## src/rtl/issue_ctrl_pkg.sv

```systemverilog
// Shared decode-stage types: architectural widths, issue FSM states and the
// scoreboard vector type.
package issue_ctrl_pkg;

    localparam int cXLEN     = 32;
    localparam int cRegNum   = 32;
    localparam int cRegAddrW = 5;

    typedef enum logic [1:0] {
        RUN   = 2'd0,
        STALL = 2'd1,
        FLUSH = 2'd2
    } tIssueState;

    typedef logic [cRegNum-1:0] tScoreboard;

endpackage

```

## src/rtl/issue_ctrl_scoreboard.sv

```systemverilog
// Pending-write scoreboard for long-latency loads, with a writeback-aware
// hazard lookup on the two source ports.
module issue_ctrl_scoreboard
    import issue_ctrl_pkg::*;
#(
    parameter int cRegNum = 32
) (
    input  logic                 clk,
    input  logic                 rst,
    input  logic                 wb_dv,
    input  logic [cRegAddrW-1:0] wb_addr,
    input  logic                 set_en,
    input  logic [cRegAddrW-1:0] set_addr,
    input  logic [cRegAddrW-1:0] rs1_addr,
    input  logic [cRegAddrW-1:0] rs2_addr,
    input  logic                 use_rs1,
    input  logic                 use_rs2,
    output logic [cRegNum-1:0]   busy,
    output logic                 haz
);

    logic [cRegNum-1:0] busy_next;
    logic               haz_rs1;
    logic               haz_rs2;

    // A writeback landing this cycle satisfies the reader without a bubble.
    assign haz_rs1 = use_rs1 && (rs1_addr != '0) && busy[rs1_addr]
                     && !(wb_dv && (wb_addr == rs1_addr));
    assign haz_rs2 = use_rs2 && (rs2_addr != '0) && busy[rs2_addr]
                     && !(wb_dv && (wb_addr == rs2_addr));
    assign haz     = haz_rs1 || haz_rs2;

    // NOTE: busy_next takes a full default first so no path leaves it unassigned (no latch).
    always_comb begin
        busy_next = busy;
        if (wb_dv)
            busy_next[wb_addr] = 1'b0;
        // Applied after the clear so a same-cycle issue to the same register wins.
        if (set_en && (set_addr != '0))
            busy_next[set_addr] = 1'b1;
        busy_next[0] = 1'b0;
    end

    // NOTE: sequential state uses non-blocking assignments only.
    always_ff @(posedge clk) begin
        if (rst)
            busy <= '0;
        else
            busy <= busy_next;
    end

endmodule

```

## src/rtl/issue_ctrl.sv

```systemverilog
// Decode-stage issue control: RAW stall via the scoreboard, issue to execute,
// and pipe flush plus PC redirect on a taken branch from execute.
module issue_ctrl #(
    parameter int cycleNum = 2,
    parameter int cRegNum  = issue_ctrl_pkg::cRegNum
) (
    input  logic                            iClk,
    input  logic                            iRst,
    input  logic                            iDecDv,
    input  logic [4:0]                      iRs1Addr,
    input  logic [4:0]                      iRs2Addr,
    input  logic [4:0]                      iRdAddr,
    input  logic                            iUseRs1,
    input  logic                            iUseRs2,
    input  logic                            iWrRd,
    input  logic                            iIsLoad,
    input  logic                            iExRdy,
    input  logic                            iWbDv,
    input  logic [4:0]                      iWbAddr,
    input  logic                            iBrTaken,
    input  logic [issue_ctrl_pkg::cXLEN-1:0] iBrTarget,
    output logic                            oIssueDv,
    output logic                            oStall,
    output logic                            oFlushPipe,
    output logic                            oPcRedirDv,
    output logic [issue_ctrl_pkg::cXLEN-1:0] oPcRedir,
    output logic [cRegNum-1:0]              oBusy
);

    import issue_ctrl_pkg::*;

    localparam int cCntW = (cycleNum < 2) ? 1 : $clog2(cycleNum + 1);

    tIssueState       state;
    logic [cCntW-1:0] flush_cnt;
    logic             sb_haz;
    logic             haz;
    logic             run_phase;
    logic             set_en;

    // A taken branch kills whatever sits in decode this cycle.
    assign run_phase = (state != FLUSH) && !iBrTaken;
    assign haz       = iDecDv && sb_haz;
    assign oIssueDv  = run_phase && iDecDv && !haz && iExRdy;
    assign oStall    = run_phase && iDecDv && (haz || !iExRdy);
    assign set_en    = oIssueDv && iIsLoad && iWrRd;

    issue_ctrl_scoreboard #(
        .cRegNum (cRegNum)
    ) u_scoreboard (
        .clk      (iClk),
        .rst      (iRst),
        .wb_dv    (iWbDv),
        .wb_addr  (iWbAddr),
        .set_en   (set_en),
        .set_addr (iRdAddr),
        .rs1_addr (iRs1Addr),
        .rs2_addr (iRs2Addr),
        .use_rs1  (iUseRs1),
        .use_rs2  (iUseRs2),
        .busy     (oBusy),
        .haz      (sb_haz)
    );

    always_ff @(posedge iClk) begin
        if (iRst) begin
            state      <= RUN;
            flush_cnt  <= '0;
            oFlushPipe <= 1'b0;
            oPcRedirDv <= 1'b0;
            oPcRedir   <= '0;
        end else if (iBrTaken) begin
            state      <= FLUSH;
            flush_cnt  <= cCntW'(cycleNum);
            oFlushPipe <= 1'b1;
            oPcRedirDv <= 1'b1;
            oPcRedir   <= iBrTarget;
        end else begin
            oPcRedirDv <= 1'b0;
            case (state)
                RUN, STALL: begin
                    state      <= oStall ? STALL : RUN;
                    oFlushPipe <= 1'b0;
                end
                FLUSH: begin
                    // Leaving on a count of 1 yields exactly cycleNum flush cycles.
                    if (flush_cnt <= cCntW'(1)) begin
                        state      <= RUN;
                        flush_cnt  <= '0;
                        oFlushPipe <= 1'b0;
                    end else begin
                        flush_cnt  <= flush_cnt - cCntW'(1);
                    end
                end
                default: begin
                    state      <= RUN;
                    flush_cnt  <= '0;
                    oFlushPipe <= 1'b0;
                end
            endcase
        end
    end

endmodule

```

## config.mk

```make
export PLATFORM = sky130hd
export DESIGN_NAME = issue_ctrl
export DESIGN_NICKNAME = d
export VERILOG_FILES = /design/src/rtl/issue_ctrl_pkg.sv /design/src/rtl/issue_ctrl_scoreboard.sv /design/src/rtl/issue_ctrl.sv
export SDC_FILE = /design/constraint.sdc
export NUM_CORES = 1
export LEC_CHECK = 0
export ABC_CLOCK_PERIOD_IN_PS = 2900
export CAP_MARGIN = 0
export CORE_ASPECT_RATIO = 1.2
export CORE_MARGIN = 4
export CORE_UTILIZATION = 40
export CTS_BUF_LIST = sky130_fd_sc_hd__clkbuf_2
export DETAILED_ROUTE_END_ITERATION = 7
export MAX_ROUTING_LAYER = met4
export PLACE_DENSITY = 0.72
export REMOVE_ABC_BUFFERS = 1
export SLEW_MARGIN = 20
export SYNTH_ARGS = -nofsm -noshare
export SYNTH_HDL_FRONTEND = slang
export SYNTH_SLANG_ARGS = --single-unit
```

## constraint.sdc

```tcl
create_clock -name iClk -period 2.9 [get_ports iClk]
set_clock_uncertainty 0.05 [all_clocks]
set_input_delay 0.29 -clock iClk [delete_from_list [all_inputs] [get_ports iClk]]
set_output_delay 0.29 -clock iClk [all_outputs]
set_load 0.01 [all_outputs]
```

==> run metrics, run 1 <==
n_diodes 0; total clock buffers created by CTS 9; Cell Area, Placed 5406 sq um; initial antenna violation count 0; power share of the combinational group 22.6%; Core Region 9515 sq um; worst vdd ir 0.3673 mV; Period minus WS final around 2.8 ns; Internal Power ~1.3 mW; Die ar. around 11000 sq um; IO Pins 130; total power around 1.8 mW; Crit Path Category reg2out; Flop pwr share 53.4%; Final period util 96.04%; final instance area 5558 sq um; Starting Density 40.79%; Mapped Cells 409; Synth cell types 54; pins over their slew limit 0; Data arrival, critical path 2.45 ns; number of H-tree levels 3; Vias 3815; row cnt 39; router iterations before antenna repair 4; Post-synth EDFFs 0; FFs w/ async S/R, synth 0%; clk_lat worst skew ~0.5 ns; # fillers roughly 850; Lkg Pwr around 2.2 nW; top_reg_cell synth dfxtp_1; startpoint types register; Max Cap Viol 0; part of the power in the clock network 24.0%; post-route antenna net violation count 0; NumNets Final 625; share of cells above drive strength 1 20.77%; YS warnings 0; PwrDens 329.8 nW/um^2; Fin. Hold Viols 0; global-route usage over all layers 23.59%; WL/cell ~19 um; HPWL Detailed 9922 um; vias in the first global route 4055; clock root cell clkbuf_2; Area Overhead vs Synth 43.20%; cell area after synthesis 3881 sq um; I/O Buffers 128; Vias/cell 5.521; final cell count without fillers about 690; first-pass GRT wire length 20440 um; Bufs on Longest Clock Path 2; switch share around 30%; Max-Slew Margin vs Limit 57.61%; initial detailed-routing violation count approximately 260; Setup crit end kind output pin; Post-Route WL 12830 um; FF-to-FF Start u_scoreboard.busy[15]$_SDFF_PP0_; Fmax achieved 359.1 MHz; hold slack 0.2409 ns; status complete, no violations; Setup Viol. Count Final 0; Clock Sinks 68; sequential cell area fraction in the yosys report 35.07%; CP Max Fanout 2; Remaining DRCs 0; clock-pin slew on the worst setup and hold paths 0.19 ns; dpl cells 673; Worst Tran Pin Value 0.6359 ns; grt ovf 0; hold path start iRst; TritonCTS clock tree done; Placer Congestion 0.9285; number of synthesized register bits ~70; RSZ-0062 raised after global routing yes; DIE WIDTH approximately 100 um; syn avg cell area 9.490 sq um; Die H 115.9 um; worst min path class in2reg; Switch Pwr 0.5459 mW; crit path from u_scoreboard.busy[23]$_SDFF_PP0_; worst endpoint required time 2.56 ns; largest net degree at the start of global routing 39
routing by layer:
metal	GRT usage (%)	up-vias	share of wire, %
met1	26.74	1793	41
met5	-	-	0
met4	9.511	0	2.6
li1	-	1801	-
met2	39.10	196	48
met3	7.104	25	9.2
path summary, 6_finish.rpt:
kind                                                          to  slack, ns  cells past startpoint
worst max-delay path                                      oStall       0.11                      6
worst min-delay path                     oFlushPipe$_SDFFE_PP0P_       0.24                      2
worst max register to register  u_scoreboard.busy[24]$_SDFF_PP0_       0.58                      6
worst min register to register         oPcRedir[25]$_SDFFE_PP0P_       0.47                      2
critical path: stages, from the launching register on:
cell,delay (ns)
dfxtp_2,0.38
mux2i_1,0.08
mux4_2,0.46
a221o_1,0.34
or3_4,0.40
a21oi_4,0.16
buf_6,0.12
registers in the layout, indices dropped and copies added (netlist names):
register           cells
oPcRedirDv             1
oFlushPipe             1
state                  1
u_scoreboard.busy     31
flush_cnt              2
oPcRedir              32
logic make-up (layout without fill, tap and decap cells):
family | Yosys count | in the layout | share of synthesized area [%]
DFF | 68 | 68 | 35.07
and+or+nand+nor | 169 | 169 | 23.37
AOI/OAI and AO/OA | 64 | 64 | 12.54
muxes | 59 | 59 | 19.54
xor gates and xnor gates | 10 | 10 | 2.257
other | 1 | 1 | 0.09662
buffers and inverters | 38 | 197 | 7.124
per-stage QoR:
stage / setup WS (ns) / TNS (ns) / util (%)
2_1_floorplan: 0.4015 / 0 / -
3_3_place_gp: -0.4977 / -0.9634 / 56.82
3_5_place_dp: -0.4929 / -1.004 / 56.82
4_1_cts: 0.002847 / 0 / 58.15
5_1_grt: -0.01719 / -0.01719 / 58.41
6_report: 0.1149 / 0 / 58.41
cells in the mapped netlist, drive strengths merged, types with 9 or more instances:
master	instances	area (sq um)
nor3b	17	127.6
nor2	51	191.4
a31o	24	210.2
mux4	11	266.5
mux2	9	101.4
buf	15	111.4
mux2i	39	390.4
nor2b	9	56.30
nand2	19	71.32
dfxtp	68	1361
nand2b	9	56.30
nor3	29	145.1
a21oi	15	75.07
clkbuf	15	116.4
final cells by class:
class | instances | area, sq um | share of cell area [%]
well taps | 123 | 153.9 | 2.769
multi-input cells | 303 | 2282 | 41.06
repair buffers | 176 | 1643 | 29.56
flip-flops and latches | 68 | 1379 | 24.81
clock buffers | 10 | 50.05 | 0.9005
inverters | 5 | 18.77 | 0.3377
clock inverters | 6 | 31.28 | 0.5628
power groups by stage:
stage | combinational [mW] | sequential [mW] | clock (mW)
floorplan | 0.125 | 1.01 | 0
global placement | 0.400 | 1.00 | 0
detailed placement | 0.406 | 1.00 | 0
CTS | 0.412 | 0.982 | 0.459
global route | 0.445 | 0.985 | 0.498
finish | 0.413 | 0.980 | 0.440
placed cells by master (no fill, tap or decap), types with 8 or more instances in the layout:
cell type        instances
nor2_1                  51
mux2_2                   9
a31o_1                  18
mux2i_1                 39
nor3_1                  28
clkbuf_2                10
dfxtp_2                  8
buf_4                   45
nand2_1                 19
nor3b_1                 17
nor2b_1                  9
clkdlybuf4s50_1        121
a21oi_1                 14
nand2b_1                 9
dfxtp_1                 58
timing repair:
| item | 4_1_cts | 5_1_grt |
|---|---|---|
| pin swaps | 3 | 1 |
| setup endpoints to repair | 2 | 2 |
| setup buffers | 0 | 1 |
| hold buffers | 1 | 0 |
| resized for setup | 22 | 10 |
| endpoints found under the hold margin | 1 | 0 |
(Power assumes the default switching activity.)
==> run 2, diff against run 1 <==
--- a/config.mk
+++ b/config.mk
@@ -9,11 +9,10 @@
 export CAP_MARGIN = 0
 export CORE_ASPECT_RATIO = 1.2
 export CORE_MARGIN = 4
-export CORE_UTILIZATION = 40
+export CORE_UTILIZATION = 30
 export CTS_BUF_LIST = sky130_fd_sc_hd__clkbuf_2
 export DETAILED_ROUTE_END_ITERATION = 7
 export MAX_ROUTING_LAYER = met4
-export PLACE_DENSITY = 0.72
 export REMOVE_ABC_BUFFERS = 1
 export SLEW_MARGIN = 20
 export SYNTH_ARGS = -nofsm -noshare
==> run 2 against run 1 <==
  * Via count shrank 0.29%
  * Total power is 11% higher
  * Cell count up 7.4%
  * First-iteration DRC count shrank 4.6%
  * Core utilization is 13 points lower
  * Cell area rose by 3.3%
  * Die area is 31% higher
  * Register-to-register slack got worse by 0.07 ns
==> run metrics, run 2 (synthesized netlist as in run 1, its figures left out) <==
I/O Buffers 128; post-route antenna net violation count 0; slowest CP cell mux4_2; Critical Path Most Common Cell buf_6; NumNets Final 635; clock-pin slew on the worst setup and hold paths 0.18 ns; Worst Hold End u_scoreboard.busy[20]$_SDFF_PP0_; Die H 132.6 um; startpoint types input pin; Starting Density 30.64%; most flop-heavy register oPcRedir; IO Pins 130; M2 GR Usage 27.90%; Vias around 3800; setup TNS 0 ns; initial detailed-routing violation count 247; PwrDens 354.0 nW/um^2; FF-to-FF Start u_scoreboard.busy[19]$_SDFF_PP0_; row cnt 45; Placer Congestion approximately 0.92; Fin. Hold Viols 0; router iterations before antenna repair 6; worst min path class in2reg; met3 GRT Util 5.581%; hold path start iRst; CP Max Fanout 8; global-route usage over all layers 17.91%; FF-to-FF setup slack 0.51 ns; met1 GRT Util 22.47%; pins over their slew limit 0; Crit Path Category in2out; power share of the combinational group 20.8%; number of flip-flops in the largest register 32; most common cell after layout, fill and taps aside clkdlybuf4s50_1; first-pass GRT wire length a little over 20000 um; Multi-input gate area 2280 sq um; grt ovf 0; worst endpoint required time ~2.6 ns; worst vdd ir 0.3093 mV; largest net degree at the start of global routing 48; final cell count without fillers 742; HPWL Detailed 10370 um; RSZ-0062 raised after global routing yes; Clock Sinks between 60 and 70; status complete, no violations; Internal Power 1.478 mW; TritonCTS clock tree done; Data arrival, critical path 2.51 ns; clk_lat worst skew approximately 0.52 ns; Area Overhead vs Synth 47.87%; Flop pwr share 48.3%; Die ar. 14830 sq um; Final period util 98.23%; CP peak stage delay 0.49 ns; number of H-tree levels 3; initial antenna violation count 0; Period minus WS final 2.849 ns; Bufs on Longest Clock Path 2; total clock buffers created by CTS 9; WL/cell 17.91 um; most frequent cells in the layout clkdlybuf4s50_1, dfxtp_1, buf_4, nor2_1, mux2i_1; clock root cell clkbuf_2; cell breakdown of the critical path clkdlybuf4s50_1 -> buf_6 -> mux2i_1 -> mux4_2 -> a221o_1 -> or3_4 -> a21oi_4 -> buf_6; # fillers ~1200; Vias/cell around 5; Setup crit end kind output pin; Remaining DRCs 0; DIE WIDTH 111.8 um; R2R depth 7; FF/Latch Area 1375 sq um; Max Cap Viol 0; biggest regs oPcRedir (32), u_scoreboard.busy (31), flush_cnt (2); Max-Slew Margin vs Limit 62.14%; Setup Viol. Count Final 0; switch share between 20% and 30%; Post-Route WL 13290 um; part of the power in the clock network 30.9%; hold depth 4; Worst Tran Pin Value about 0.57 ns; vias in the first global route 3886; n_diodes 0; dpl cells 724; reg-to-reg endpoint u_scoreboard.busy[24]$_SDFF_PP0_; share of cells above drive strength 1 22.84%; Core Region 12670 sq um; Fmax achieved roughly 350 MHz; Switch Pwr about 0.55 mW; global route hottest layer met2; Lkg Pwr between 2 and 2.5 nW
[run 2: power groups by stage]
stage | Sequential (mW) | Combinational [mW] | Clock, mW
CTS | 0.982 | 0.418 | 0.647
global route | 0.986 | 0.450 | 0.695
floorplan | 1.01 | 0.125 | 0
detailed placement | 1.00 | 0.411 | 0
global placement | 1.00 | 0.408 | 0
finish | 0.981 | 0.422 | 0.629
[run 2: layout make-up]
| class | count | share of cell area, % |
|---|---|---|
| Timing Repair Buffer | 186 | 30.13 |
| Clock inverter | 5 | 1.330 |
| Sequential cell | 68 | 23.96 |
| Tap cell | 164 | 3.575 |
| Clock buffer | 11 | 0.9592 |
| Inverter | 5 | 0.3270 |
| Multi-Input combinational cell | 303 | 39.72 |
[run 2: worst max path at each step]
stage               slack [ns]  endpoint                        startpoint  cells past startpoint
finish                    0.05    oStall                       iRs1Addr[0]                      8
global route             -0.03    oStall  u_scoreboard.busy[19]$_SDFF_PP0_                      6
CTS                      0.002    oStall                       iRs1Addr[0]                      8
detailed placement       -0.53  oIssueDv                       iRs1Addr[0]                      9
global placement         -0.55  oIssueDv                       iRs1Addr[0]                      9
floorplan                 0.40    oStall  u_scoreboard.busy[21]$_SDFF_PP0_                      5
[run 2: layer usage]
layer	vias up	part of all wire, %	wire (um)
li1	1815	-	-
met2	181	47	6181
met5	-	0	0
met4	0	1.4	187
met1	1790	45	5950
met3	18	7.3	966
[run 2: critical path: cells and delay by family]
kind	cells	cell delay, ns
AO/OA/AOI/OAI	2	0.48
buffers and inverters	3	0.76
multiplexers	2	0.58
AND/OR/NAND/NOR	1	0.40
[run 2: stage by stage]
| stage | util [%] | power [mW] | hold WS [ns] | worst slack, ns | cell area (sq um) |
|---|---|---|---|---|---|
| after floorplan | - | 1.138 | 0.3116 | 0.4015 | 3623 |
| after global placement | 43.67 | 1.408 | 0.4240 | -0.5485 | 5533 |
| after detailed placement | 43.67 | 1.412 | 0.4356 | -0.5265 | 5533 |
| after CTS | 45.07 | 2.046 | 0.1756 | 0.002033 | 5709 |
| after global routing | 45.30 | 2.131 | 0.2009 | -0.03171 | 5739 |
| final | 45.30 | 2.032 | 0.2178 | 0.05142 | 5739 |
[run 2: repair_timing]
action	CTS	global route
buffers inserted	1	0
pin swaps	4	2
endpoints found under the setup margin	2	2
hold buffers	1	0
endpoints found under the hold margin	1	0
resized for setup	28	7
==> run 3, diff against run 2 <==
--- a/config.mk
+++ b/config.mk
@@ -9,10 +9,11 @@
 export CAP_MARGIN = 0
 export CORE_ASPECT_RATIO = 1.2
 export CORE_MARGIN = 4
-export CORE_UTILIZATION = 30
+export CORE_UTILIZATION = 48
 export CTS_BUF_LIST = sky130_fd_sc_hd__clkbuf_2
 export DETAILED_ROUTE_END_ITERATION = 7
 export MAX_ROUTING_LAYER = met4
+export PLACE_DENSITY = 0.84
 export REMOVE_ABC_BUFFERS = 1
 export SLEW_MARGIN = 20
 export SYNTH_ARGS = -nofsm -noshare
==> run 3 against run 2 <==
  * Maximum frequency increased by 2.7%
  * Cell count decreased by 11%
  * Total power decreased by 0.61%
  * Combinational power decreased by 0.9%
  * Clock power decreased by 1%
  * Worst hold slack improved by 0.019 ns
  * Routed wire length decreased by 3.7%
  * Sequential power about the same
  * Critical path depth decreased by 2
  * Flip-flop and latch count unchanged
  * Sequential share of layout area increased by 0.66 points
==> run metrics, run 3 (synthesized netlist as in run 1, its figures left out) <==
status complete, no violations; Clock Sinks 68; worst vdd ir 0.3428 mV; FF/Latch Area approximately 1400 sq um; grt ovf 0; final setup margin 0.1266 ns; Die ar. 9595 sq um; Fin. Hold Viols 0; I/O Buffers 128; Max Cap Viol 0; Crit Path Category reg2out; Setup crit end kind output pin; share of cells above drive strength 1 ~22%; Vias/cell 5.950; Cell Area, Placed 5373 sq um; Die H 106.5 um; global-route usage over all layers roughly 27%; Setup Viol. Count Final 0; clock root cell clkbuf_2; # fillers about 600; worst endpoint required time 2.56 ns; most common cell after layout, fill and taps aside clkdlybuf4s50_1; biggest regs oPcRedir (32), u_scoreboard.busy (31), flush_cnt (2); Core Region 7795 sq um; router iterations before antenna repair 5; post-route antenna net violation count 0; RSZ-0062 raised after global routing no; Post-Route WL 12790 um; total clock buffers created by CTS 9; Period minus WS final 2.773 ns; Max-Slew Margin vs Limit 58.72%; initial detailed-routing violation count between 300 and 400; initial antenna violation count 0; CP peak stage delay 0.46 ns; Data arrival, critical path 2.43 ns; Fmax achieved 360.6 MHz; Bufs on Longest Clock Path 2; HPWL Detailed 9652 um; largest net degree at the start of global routing 39; WL/cell 19.35 um; TritonCTS clock tree done; most frequent cells in the layout clkdlybuf4s50_1, dfxtp_1, nor2_1, buf_4, mux2i_1; number of flip-flops in the largest register 32; buffers and inverters on the worst path 1; Starting Density between 40% and 50%; first-pass GRT wire length 20130 um; NumNets Final 626; row cnt 35; final instance area ~5600 sq um; vias in the first global route approximately 4100; Multi-input gate area 2296 sq um; Core Util, Final approximately 70%; n_diodes 0; startpoint types register; number of H-tree levels 3; pins over their slew limit 0; cell breakdown of the critical path mux2i_1 -> mux4_2 -> a221o_1 -> or3_4 -> a21oi_2 -> buf_2; IO Pins 130; delay-heaviest family, CP multiplexers; Final period util 95.64%; slowest CP cell mux4_2; Placer Congestion 0.9923; CP Max Fanout 2; most flop-heavy register oPcRedir; clock-pin slew on the worst setup and hold paths 0.18 ns; PwrDens roughly 360 nW/um^2; Area Overhead vs Synth 44.17%; Worst Tran Pin Value 0.6192 ns; Remaining DRCs 0; Placement Setup Slack -0.4199 ns; Lkg Pwr 2.213 nW; DIE WIDTH 90.09 um; worst min path class in2reg; setup TNS 0 ns; clk_lat worst skew between 0.5 and 0.6 ns; Vias 3933
## run 3: report_power, final
part           internal, mW  total (mW)  switching (mW)
Clock                 0.288       0.620           0.332
Combinational         0.222       0.418           0.196
Sequential            0.964       0.982          0.0173
Total                  1.47        2.02           0.545
## run 3: layer usage
layer / up-vias / global-route usage [%] / share of wire, %
met5: - / - / 0
met4: 0 / 16.08 / 5.8
met3: 58 / 6.511 / 8.8
met2: 255 / 42.98 / 46
li1: 1805 / - / -
met1: 1815 / 30.87 / 40
## run 3: stage by stage
| stage | power (mW) | instances | hold slack, ns |
|---|---|---|---|
| 6_report | 2.019 | 661 | 0.2368 |
| 5_1_grt | 2.098 | 661 | 0.2538 |
| 4_1_cts | 2.022 | 661 | 0.2033 |
| 3_5_place_dp | 1.404 | 641 | 0.4331 |
| 3_3_place_gp | 1.398 | 641 | 0.4214 |
| 2_1_floorplan | 1.138 | 376 | 0.3116 |
## run 3: path summary, 6_finish.rpt
check | from | to | slack, ns | cells after the start
max | u_scoreboard.busy[18]$_SDFF_PP0_ | oStall | 0.13 | 6
min | iRst | oFlushPipe$_SDFFE_PP0P_ | 0.24 | 2
min reg2reg | oPcRedir[19]$_SDFFE_PP0P_ | oPcRedir[19]$_SDFFE_PP0P_ | 0.47 | 2
max reg2reg | u_scoreboard.busy[15]$_SDFF_PP0_ | u_scoreboard.busy[24]$_SDFF_PP0_ | 0.62 | 6
## run 3: cell type report
| cell class | count | share of cell area [%] |
|---|---|---|
| inverters | 5 | 0.3354 |
| multi-input cells | 303 | 41.03 |
| repair buffers | 177 | 29.61 |
| flip-flops and latches | 68 | 24.62 |
| clock buffers | 11 | 0.9839 |
| well taps | 92 | 2.057 |
| clock inverters | 5 | 1.364 |
## run 3: repair_timing
action	in CTS	in global routing
buffers inserted	3	0
hold buffers	1	0
endpoints found under the setup margin	2	1
endpoints found under the hold margin	1	0
pin swaps	2	3
resized for setup	20	12
